## config.mk

```make
export PLATFORM = sky130hd
export DESIGN_NAME = train_seq
export DESIGN_NICKNAME = d
export VERILOG_FILES = /design/src/rtl/train_seq.sv
export SDC_FILE = /design/constraint.sdc
export NUM_CORES = 1
export LEC_CHECK = 0
export CORE_ASPECT_RATIO = 0.9
export CORE_MARGIN = 2
export CORE_UTILIZATION = 40
export DETAILED_ROUTE_END_ITERATION = 8
export PLACE_DENSITY = 0.63
export SYNTH_ARGS = -nofsm -noshare
export SYNTH_HDL_FRONTEND = slang
export SYNTH_SLANG_ARGS = --single-unit
```

## constraint.sdc

```tcl
create_clock -name clk -period 4.3 [get_ports clk]
set_clock_uncertainty 0.15 [all_clocks]
set_input_delay 0.86 -clock clk [delete_from_list [all_inputs] [get_ports clk]]
set_output_delay 0.86 -clock clk [all_outputs]
set_load 0.05 [all_outputs]
```

## src/rtl/train_seq.sv

```systemverilog
// ---------------------------------------------------------------------------
// train_seq -- training-loop sequencer for the backpropagation network.
//
// Steps through NSAMPLE training samples for a programmable number of epochs.
// For each sample it reads the NMEM constant memories one per cycle.
// The memories share a single 16-bit tristate data bus, so exactly one of
// them is enabled at a time. The sample is then offered to the learning
// datapath through a valid/ready handshake.
//
// Optional feature (compile-time macro TRAIN_SEQ_REVERSE_EN):
//   defined     -> odd epochs walk the sample index downwards (NSAMPLE-1..0)
//   not defined -> every epoch walks upwards (0..NSAMPLE-1)
//
// Ports
//   clk           clock, all state changes on the rising edge
//   rst           asynchronous active-high reset
//   start         pulse, begins a run when idle
//   abort         terminates a run in progress (returns to idle)
//   epochs        number of epochs, captured when start is accepted
//   dp_ready      datapath has consumed the current sample
//   addr          sample index driven to every memory
//   rd_en         one-hot (or zero) memory read enables
//   cap_vld       bus carries valid memory data this cycle
//   cap_sel       index of the memory driving the bus when cap_vld=1
//   sample_valid  all NMEM words of the current sample have been delivered
//   epoch_cnt     completed epochs
//   busy          run in progress
//   done          one-cycle pulse at normal completion
// ---------------------------------------------------------------------------
module train_seq #(
  parameter int AWIDTH  = 4,
  parameter int NSAMPLE = 4,
  parameter int NMEM    = 2,
  parameter int EPOCH_W = 16
) (
  input  logic               clk,
  input  logic               rst,
  input  logic               start,
  input  logic               abort,
  input  logic [EPOCH_W-1:0] epochs,
  input  logic               dp_ready,
  output logic [AWIDTH-1:0]  addr,
  output logic [NMEM-1:0]    rd_en,
  output logic               cap_vld,
  output logic [2:0]         cap_sel,
  output logic               sample_valid,
  output logic [EPOCH_W-1:0] epoch_cnt,
  output logic               busy,
  output logic               done
);

  typedef enum logic [2:0] {IDLE, FETCH, DRAIN, WAIT, DONE} state_t;

  localparam logic [AWIDTH-1:0] LAST_SAMP = AWIDTH'(NSAMPLE - 1);
  localparam logic [2:0]        LAST_MEM  = 3'(NMEM - 1);
  localparam logic [NMEM-1:0]   FIRST_EN  = NMEM'(1);

`ifdef TRAIN_SEQ_REVERSE_EN
  localparam logic REVERSE = 1'b1;
`else
  localparam logic REVERSE = 1'b0;
`endif

  state_t             state;
  logic [2:0]         mem_idx;     // memory being read in the current FETCH cycle
  logic [AWIDTH-1:0]  samp_cnt;    // handshakes completed in this epoch
  logic [EPOCH_W-1:0] epochs_lat;

  logic [EPOCH_W-1:0] epoch_nxt;
  logic               more_epochs;
  logic               desc_cur;
  logic               desc_nxt;
  logic [AWIDTH-1:0]  samp_nxt;
  logic [AWIDTH-1:0]  addr_adv;
  logic [AWIDTH-1:0]  addr_first;

  // Position within the epoch is counted upwards; the address is derived
  // from it so that descending epochs need no separate termination test.
  always_comb begin
    epoch_nxt   = epoch_cnt + EPOCH_W'(1);
    more_epochs = (epoch_nxt < epochs_lat);
    desc_cur    = REVERSE & epoch_cnt[0];
    desc_nxt    = REVERSE & epoch_nxt[0];
    samp_nxt    = samp_cnt + AWIDTH'(1);
    addr_adv    = desc_cur ? (LAST_SAMP - samp_nxt) : samp_nxt;
    addr_first  = desc_nxt ? LAST_SAMP : '0;
  end

  always_ff @(posedge clk or posedge rst) begin
    if (rst) begin
      state        <= IDLE;
      mem_idx      <= '0;
      samp_cnt     <= '0;
      epochs_lat   <= '0;
      addr         <= '0;
      rd_en        <= '0;
      cap_vld      <= 1'b0;
      cap_sel      <= '0;
      sample_valid <= 1'b0;
      epoch_cnt    <= '0;
      busy         <= 1'b0;
      done         <= 1'b0;
    end else begin
      done    <= 1'b0;
      cap_vld <= 1'b0;

      case (state)
        IDLE: begin
          if (start && !abort) begin
            epochs_lat <= epochs;
            epoch_cnt  <= '0;
            samp_cnt   <= '0;
            addr       <= '0;
            mem_idx    <= '0;
            busy       <= 1'b1;
            if (epochs == '0) begin
              state <= DONE;
              done  <= 1'b1;
            end else begin
              state <= FETCH;
              rd_en <= FIRST_EN;
            end
          end
        end

        FETCH: begin
          // Memory mem_idx samples rd_en on this edge and drives the bus
          // during the next cycle.
          cap_vld <= 1'b1;
          cap_sel <= mem_idx;
          if (mem_idx == LAST_MEM) begin
            rd_en <= '0;
            state <= DRAIN;
          end else begin
            rd_en   <= FIRST_EN << (mem_idx + 3'd1);
            mem_idx <= mem_idx + 3'd1;
          end
        end

        DRAIN: begin
          sample_valid <= 1'b1;
          state        <= WAIT;
        end

        WAIT: begin
          if (dp_ready) begin
            sample_valid <= 1'b0;
            mem_idx      <= '0;
            if (samp_cnt != LAST_SAMP) begin
              samp_cnt <= samp_nxt;
              addr     <= addr_adv;
              rd_en    <= FIRST_EN;
              state    <= FETCH;
            end else begin
              epoch_cnt <= epoch_nxt;
              samp_cnt  <= '0;
              addr      <= addr_first;
              if (more_epochs) begin
                rd_en <= FIRST_EN;
                state <= FETCH;
              end else begin
                done  <= 1'b1;
                state <= DONE;
              end
            end
          end
        end

        DONE: begin
          busy  <= 1'b0;
          state <= IDLE;
        end

        default: state <= IDLE;
      endcase

      // Abort overrides whatever the state logic chose; epoch_cnt is kept.
      if (abort && (state != IDLE)) begin
        state        <= IDLE;
        rd_en        <= '0;
        cap_vld      <= 1'b0;
        sample_valid <= 1'b0;
        done         <= 1'b0;
        busy         <= 1'b0;
      end
    end
  end

endmodule

```

======== Word level (Yosys, flattened, before mapping) ========
Index checks and enable logic that the tools add are counted.
storage, ports and cells
  output and inout port bits .............. 29
  register bits after elaboration ......... 51
cells by class
  shift-type cells ........................ 1
  add/subtract/negate cells ............... 3
  equality and inequality tests ........... 15
  reduce and logical (&&, ||, !) cells .... 19
  multiplexer cells ....................... 43
  order comparisons ....................... 1
operators with widths
  operator               count
  $mux 16                3
  $pmux 16 s2            1
  $mux 3                 10
  $add 16x1->16 const B  1
  $logic_not 16->1       1
  $lt 16x16->1           1
  $mux 2                 7
  $mux 1                 12
  $mux 4                 3
  $ne 3x3->1 const B     4
  $pmux 3 s4             1
  $reduce_bool 3->1      4
  $pmux 3 s3             1
  $ne 2x2->1 const B     4
  $pmux 4 s2             1
  $reduce_and 4->1       2
  $eq 3x1->1 const B     2
  $eq 3x2->1 const B     2
  $pmux 1 s2             3
  $pmux 2 s3             1
  $reduce_and 2->1       3
  $reduce_and 3->1       2
  $reduce_and 5->1       1
  $add 4x1->4 const B    1
  other kinds (10)       11

======== Depth between registers and ports, before layout ========
Gate-level depths: netlist of the first run.
  depth after elaboration ................. 7
  depth in mapped cells ................... 12

======== Worst setup path after synthesis of the first run ========
OpenSTA, ideal clock, no wires.
  path kind ............................... register -> register
  start ................................... register epoch_cnt[2]
  end ..................................... register rd_en[1]
  stages on the path, launching flop included .. 12
  data required time ...................... 4.029 ns
  arrival time ............................ 3.112 ns
  buffers on the path ..................... 0
  slack ................................... 0.917 ns
  cell sequence ........................... dfrtp_1 nand3_2 nor4_4 nand3_1 xnor2_1 ha_1 nand4_2 a211oi_2 a2111oi_4 o2111ai_2 a41o_1 a32o_2
on the way
  longest elaborated chain between the ends .. 4
RTL lines
  element                            line  text
  start: declaration                 47    output logic [EPOCH_W-1:0] epoch_cnt,
  start signal: assignment           155   epoch_cnt <= epoch_nxt;
  $add 16x1->16                      80    epoch_nxt = epoch_cnt + EPOCH_W'(1);
  $lt 16x16->1                       81    more_epochs = (epoch_nxt < epochs_lat);
  $ne 4x4->1 (no source line)        -
  $reduce_and 5->1 (no source line)  -
  end signal: assignment             135   rd_en <= FIRST_EN << (mem_idx + 3'd1);
  end: declaration                   43    output logic [NMEM-1:0] rd_en,
No other way between the ends.
A chain may end at the register's enable or synchronous reset.

======== Final worst setup path of the first run ========
  start ................................... register epoch_cnt[0]
  end ..................................... register rd_en[0]
The elaborated chain is that of the path after synthesis.

==> results of run 1 <==
## tightest hold or removal path, stage by stage (launching register included)
cell and delay, ns:
dfrtp_1 0.36, nand2_1 0.05, o21ai_0 0.06
## sequential cells by signal, summed over array words and instances (netlist names)
signal / flops
cap_vld: 1
samp_cnt: 4
mem_idx: 3
state: 3
cap_sel: 3
rd_en: 2
epoch_cnt: 16
epochs_lat: 16
sample_valid: 1
done: 1
busy: 1
## placed cells by master (no fill, tap or decap), types with 2 or more instances in the layout
cell type / synthesis / routed
dfrtp_1: 51 / 51
clkdlybuf4s50_1: 0 / 49
nand2_1: 30 / 30
inv_1: 23 / 22
o21ai_0: 19 / 19
ha_1: 19 / 19
mux2_2: 18 / 18
nor2_1: 15 / 15
xnor2_1: 11 / 11
nand3_1: 10 / 10
a21oi_1: 6 / 6
clkbuf_8: 0 / 6
nor3_1: 5 / 5
and3_1: 5 / 5
o21ai_1: 5 / 5
nor4_1: 5 / 5
a22o_1: 5 / 5
nand2b_1: 4 / 4
o31ai_1: 4 / 4
xor2_1: 4 / 4
nand3_2: 3 / 3
nor2b_1: 3 / 3
nand4_1: 3 / 3
or2_2: 3 / 3
buf_4: 1 / 3
inv_2: 1 / 2
nor3b_2: 2 / 2
o311a_1: 2 / 2
a21o_1: 2 / 2
a32o_2: 2 / 2
and2_1: 2 / 2
a31oi_1: 2 / 2
o32ai_1: 2 / 2
## per-stage QoR
stage	instances	instance area, um^2	hold slack, ns	setup slack [ns]	utilization, %
floorplan	297	3010	0.314	0.917	-
global placement	434	3590	0.319	0.985	50.0
detailed placement	434	3590	0.334	0.955	50.0
CTS	442	3710	0.358	0.921	51.6
global route	442	3710	0.381	0.656	51.6
finish	442	3710	0.350	0.897	51.6
## worst max-delay path by stage
stage	start	endpoint	slack, ns	cells past startpoint
after floorplan	epoch_cnt[2]	rd_en[1]	0.92	11
after global placement	epoch_cnt[0]	rd_en[0]	0.99	12
final	epoch_cnt[0]	rd_en[0]	0.90	12
after detailed placement	epoch_cnt[0]	rd_en[1]	0.96	12
after CTS	epoch_cnt[2]	rd_en[0]	0.92	11
after global routing	epoch_cnt[0]	rd_en[1]	0.66	12
## cell families (layout without fill, tap and decap cells)
group	Yosys count	in the layout	share of synthesized area (%)
buffers and inverters	32	84	4.54
adders and majority gates	19	19	7.91
muxes	20	20	7.45
DFF	51	51	42.4
and+or+nand+nor	97	97	17.7
xor gates and xnor gates	16	16	4.91
AOI/OAI and AO/OA	62	62	15.1
## synthesized netlist by cell type (2+ instances only)
library cell	n
o311a_1	2
o21ai_0	19
nand3_1	10
clkbuf_1	2
nand3_2	3
a31oi_1	2
buf_2	4
a32o_2	2
nor3b_2	2
inv_1	23
a22o_1	5
nand4_1	3
o21ai_1	5
a21o_1	2
nand2b_1	4
nor2b_1	3
nand2_1	30
xnor2_1	11
nor4_1	5
nor3_1	5
and3_1	5
a21oi_1	6
and2_1	2
mux2_2	18
o32ai_1	2
ha_1	19
nor2_1	15
o31ai_1	4
or2_2	3
dfrtp_1	51
xor2_1	4
## area by class of cell
class	instances	area, um^2	area share, %
sequential	51	1280	34.4
clock inverter	2	35.0	0.945
tap	93	116	3.14
multi-input combinational	214	1590	43.0
timing repair buffer	52	513	13.8
inverter	24	90.1	2.43
clock buffer	6	82.6	2.23
## layer usage
metal  vias to the layer above  share of wire, %
li1                       1163                 -
met1                      1140                55
met2                        43                41
met3                         8               3.0
met4                         0               1.4
met5                         -                 0
## power groups by stage
| stage | logic (mW) | clock network, mW | registers, mW |
|---|---|---|---|
| after floorplan | 0.246 | 0 | 0.697 |
| after global placement | 0.452 | 0 | 0.626 |
| after detailed placement | 0.456 | 0 | 0.628 |
| after CTS | 0.460 | 0.367 | 0.619 |
| after global routing | 0.501 | 0.385 | 0.631 |
| final | 0.454 | 0.356 | 0.619 |
==> flow_summary_export.csv, run 1 <==
group,metric,value,unit
outcome,status,"finished clean",
die,coreArea,7180,um^2
sta,setup_tns,0,ns
synth,yosys.area.top_type_share,42.4,%
die,die_area,8230,um^2
setup_path,path_delay_family,"compound AO/OA/AOI/OAI gates",
synth,synth_edf_count,0,
sta,tightest_slew,1.07,ns
pwr,switching_power,0.490,mW
synth,ys_ff_latch,51,
pwr,cellLeakagePower,1.67,nW
detailed_routing,drt-wirelength-per-cell,15.2,um
setup_path,required,4.35,ns
synth,syn_inst,297,
setup_path,r2r_slack,0.90,ns
sta,fmax,294,MHz
pwr,pwr_density_cell,386,nW/um^2
cells_and_area,antenna_cells,0,
synth,synthesis.area,3010,um^2
detailed_routing,viasPerCell,5.33,
die,die_width,95.4,um
detailed_routing,drc,0,
worst_hold_path,min_path_cells,2,
cells_and_area,areaGrowthSynthToFinish,23.3,%
sta,period_needed,3.40,ns
detailed_routing,num_vias,2354,
synth,ys_warn_count,0,
setup_path,max_stage_delay,0.48,ns
setup_path,path_cells,"ha_1, nand2_1, nor3_1, nand2_1, xnor2_1, ha_1, nand4_2, a211oi_2, a2111oi_4, o2111ai_2, a41o_1, a32o_2",
grt,grt_pass1_vias,2235,
cells_and_area,nFillCells,674,
clock_tree,cts_tree,"done",
clock_tree,cts_sinks,51,
clock_tree,clock_latency,0.31,ns
setup_path,timing.rr.start,"epoch_cnt[0]",
detailed_routing,ant_nets,0,
worst_hold_path,min_from,"cap_sel[1]",
clock_tree,cts_made_buffers,5,
detailed_routing,dr.pass1.iters,6,
sta,setup-violations-final,0,
place,portBuffers,49,
setup_path,end_kind,"flip-flop",
grt,grt_pass1_wl,11300,um
grt,grt_antenna_before_repair,0,
synth,syn-num-nets,337,
die,die_h,86.3,um
worst_hold_path,hp-class,"flip-flop to flip-flop",
synth,synth_area_leaders,"dfrtp_1 (42%), ha_1 (7.9%), mux2_2 (6.7%)",
pwr,power_frac_clock,24.9,%
synth,synth_top_area_cell,"dfrtp_1",
clock_tree,ctsResizeCount,0,
pwr,ir_drop,0.299,mV
place,gp_congestion,0.834,
synth,avgSynthCellArea,10.1,um^2
clock_tree,clockBufferDepth,2,
grt,met1_usage,28.0,%
pwr,p_int,0.940,mW
sta,hold_viol_final,0,
grt,grt-ovfl-total,0,
detailed_routing,drt-initial-drc-count,117,
detailed_routing,wl,6720,um
pwr,pwr-share-comb,31.8,%
clock_tree,post_cts_buffers,0,
setup_path,cpMaxStageDelayCell,"dfrtp_1",
worst_hold_path,whs_endpoint,"cap_sel[1]",
grt,globalRouteMet2Util,24.6,%
sta,slew_headroom,28.8,%
setup_path,critical_path_class,"flip-flop to flip-flop",
cells_and_area,final_layout_size_suffix_gt1_share,14.6,%
sta,fin_crit_sh,79.1,%
synth,synthFlopType,"dfrtp_1",
setup_path,path_buf_inv,0,
clock_tree,cts.htree.levels,2,
synth,ys_seq_area_share,42.4,%
clock_tree,cts_hold_buf,0,
die,ios,50,
cells_and_area,nets,388,
setup_path,reg2regPathDepth,12,
pwr,seqPwrFrac,43.3,%
grt,busiest_layer,"met1",
clock_tree,clk_pin_slew,0.10,ns
grt,grt_use_met3,2.70,%
clock_tree,root_buffer,"clkbuf_8",
sta,slew_violations,0,
pwr,power.total,1.43,mW
synth,ys_types,57,
die,start_util,41.8,%
setup_path,crit_arrival,3.46,ns
die,rows,29,
setup_path,start_kind,"flip-flop",
grt,grt_start_max_net_pins,52,
run,cap_violations,0,
synth,async_flop_share,100,%
pwr,p_sw_share,34.3,%
setup_path,reg2reg_to,"rd_en[0]",
sta,rsz0062_at_grt,"no",
grt,grtUsageTotal,17.7,%
place,dp_hpwl,4970,um
setup_path,crit_fanout,7,
(Power assumes the default switching activity.)
==> run 2: changes to the inputs <==
PLACE_DENSITY = 0.65   (was 0.63)
clock period = 3.1 ns   (was 4.3 ns; I/O delays follow)
==> flow_summary_export.csv, run 2 (same netlist as run 1, synthesis figures left out) <==
group,metric,value,unit
outcome,status,"finished clean",
pwr,ir_drop,0.335,mV
cells_and_area,nets,411,
setup_path,crit_fanout,5,
detailed_routing,drt-wirelength-per-cell,14.8,um
sta,setup-violations-final,0,
detailed_routing,dr.pass1.iters,4,
setup_path,end_kind,"flip-flop",
clock_tree,clockBufferDepth,2,
setup_path,r2r_slack,0.04,ns
cells_and_area,layout.cells.non_filler,465,
grt,grt_pass1_wl,11400,um
setup_path,crit_arrival,3.12,ns
pwr,power_frac_clock,20.5,%
die,die_h,86.3,um
die,start_util,41.8,%
pwr,seqPwrFrac,45.4,%
clock_tree,cts_tree,"done",
cells_and_area,antenna_cells,0,
die,die_width,95.4,um
clock_tree,root_buffer,"clkbuf_8",
worst_hold_path,hp-class,"flip-flop to flip-flop",
place,portBuffers,49,
clock_tree,cts_sinks,51,
place,dp.cells,453,
setup_path,start_kind,"flip-flop",
die,rows,29,
cells_and_area,final_cell_mix,"clkdlybuf4s50_1 (49), dfrtp_1 (42), nand2_1 (29)",
worst_hold_path,min_from,"cap_sel[1]",
setup_path,timing.rr.start,"epoch_cnt[0]",
pwr,p_int,1.21,mW
grt,grt_antenna_before_repair,0,
cells_and_area,final_layout_size_suffix_gt1_share,27.2,%
grt,grt_pass1_vias,2309,
detailed_routing,viasPerCell,5.30,
sta,slew_headroom,63.6,%
sta,slew_violations,0,
worst_hold_path,min_path_cells,2,
clock_tree,clock_latency,0.31,ns
sta,fin_crit_sh,98.7,%
run,cap_violations,0,
cells_and_area,nFillCells,642,
setup_path,required,3.16,ns
place,dp_hpwl,5230,um
die,coreArea,7180,um^2
setup_path,reg2reg_to,"rd_en[0]",
pwr,pwr-share-comb,34.2,%
detailed_routing,drc,0,
worst_hold_path,whs_endpoint,"cap_sel[1]",
die,ios,50,
sta,worst_slack,0.0398,ns
sta,period_needed,3.06,ns
detailed_routing,drt-initial-drc-count,101,
place,place_ws,-0.0687,ns
clock_tree,clk_pin_slew,0.10,ns
clock_tree,cts.htree.levels,2,
detailed_routing,ant_nets,0,
die,die_area,8230,um^2
detailed_routing,wl,6890,um
sta,fmax,327,MHz
detailed_routing,num_vias,2463,
pwr,cellLeakagePower,1.77,nW
sta,hold_viol_final,0,
pwr,p_sw_share,36.0,%
grt,grtUsageTotal,17.9,%
pwr,pwr_density_cell,476,nW/um^2
grt,grt_start_max_net_pins,28,
sta,rsz0062_at_grt,"yes",
cells_and_area,areaGrowthSynthToFinish,32.5,%
setup_path,critical_path_class,"flip-flop to flip-flop",
grt,grt-ovfl-total,0,
setup_path,reg2regPathDepth,11,
cells_and_area,final_common_cell,"clkdlybuf4s50_1",
place,gp_congestion,0.856,
cells_and_area,reg_top3,"epoch_cnt: 16 flops, epochs_lat: 16 flops, samp_cnt: 4 flops",
pwr,switching_power,0.683,mW
sta,tightest_slew,0.544,ns
clock_tree,cts_made_buffers,5,
==> run 2: what timing repair did <==
| action | in CTS | in global routing |
|---|---|---|
| resized for setup | 2 | 15 |
| setup buffers | 2 | 2 |
| cloned | 0 | 0 |
| endpoints found under the setup margin | 3 | 4 |
| pin swaps | 1 | 11 |
| hold buffers | 0 | 0 |
==> run 2: worst max path at each step <==
stage	start	endpoint	depth (start not counted)	slack, ns
final	epoch_cnt[0]	rd_en[0]	11	0.04
after global placement	epoch_cnt[0]	rd_en[1]	12	0.01
after detailed placement	epoch_cnt[0]	rd_en[1]	12	-0.07
after floorplan	epoch_cnt[0]	rd_en[1]	11	-0.02
after global routing	epoch_cnt[0]	rd_en[0]	12	-0.12
after CTS	epoch_cnt[0]	rd_en[1]	12	0.03
==> run 2: area by class of cell <==
cell class	count	area [um^2]	share of cell area, %
Multi-Input combinational cell	214	1720	43.1
Sequential cell	51	1290	32.3
Timing Repair Buffer	75	686	17.2
Tap cell	93	116	2.92
Inverter	24	90.1	2.26
Clock buffer	5	68.8	1.73
Clock inverter	3	20.0	0.502
==> run 2: through the flow <==
step | setup TNS [ns] | hold slack, ns | power (mW) | instance area, um^2 | utilization [%]
final | 0 | 0.338 | 1.90 | 3990 | 55.5
after global routing | -0.546 | 0.387 | 2.02 | 3990 | 55.5
after CTS | 0 | 0.350 | 1.90 | 3870 | 53.9
after detailed placement | -0.135 | 0.326 | 1.51 | 3760 | 52.4
after global placement | 0 | 0.313 | 1.50 | 3760 | 52.4
after floorplan | -0.0347 | 0.314 | 1.31 | 3040 | -
==> run 2: critical path, stage by stage, from the launching register on <==
cell	delay [ns]
dfrtp_2	0.43
nand2_2	0.09
nor4_4	0.43
nand3_2	0.16
xnor2_2	0.21
ha_4	0.31
nand4_2	0.14
a211oi_2	0.30
a2111oi_4	0.06
o2111ai_2	0.27
nand3_2	0.14
a32o_2	0.27
==> run 2: power groups by stage <==
stage | Sequential (mW) | Clock, mW | Combinational (mW)
after floorplan | 0.968 | 0 | 0.342
after global placement | 0.867 | 0 | 0.630
after detailed placement | 0.874 | 0 | 0.632
after CTS | 0.860 | 0.405 | 0.637
after global routing | 0.876 | 0.426 | 0.718
final | 0.860 | 0.388 | 0.648
==> run 2: routing by layer <==
layer  up-vias  GRT usage [%]  routed length [um]
li1       1208              -                   -
met1      1205           27.4                3530
met2        43           26.0                3050
met3         7           3.30                 225
met4         0           4.68                  81
met5         -              0                   0
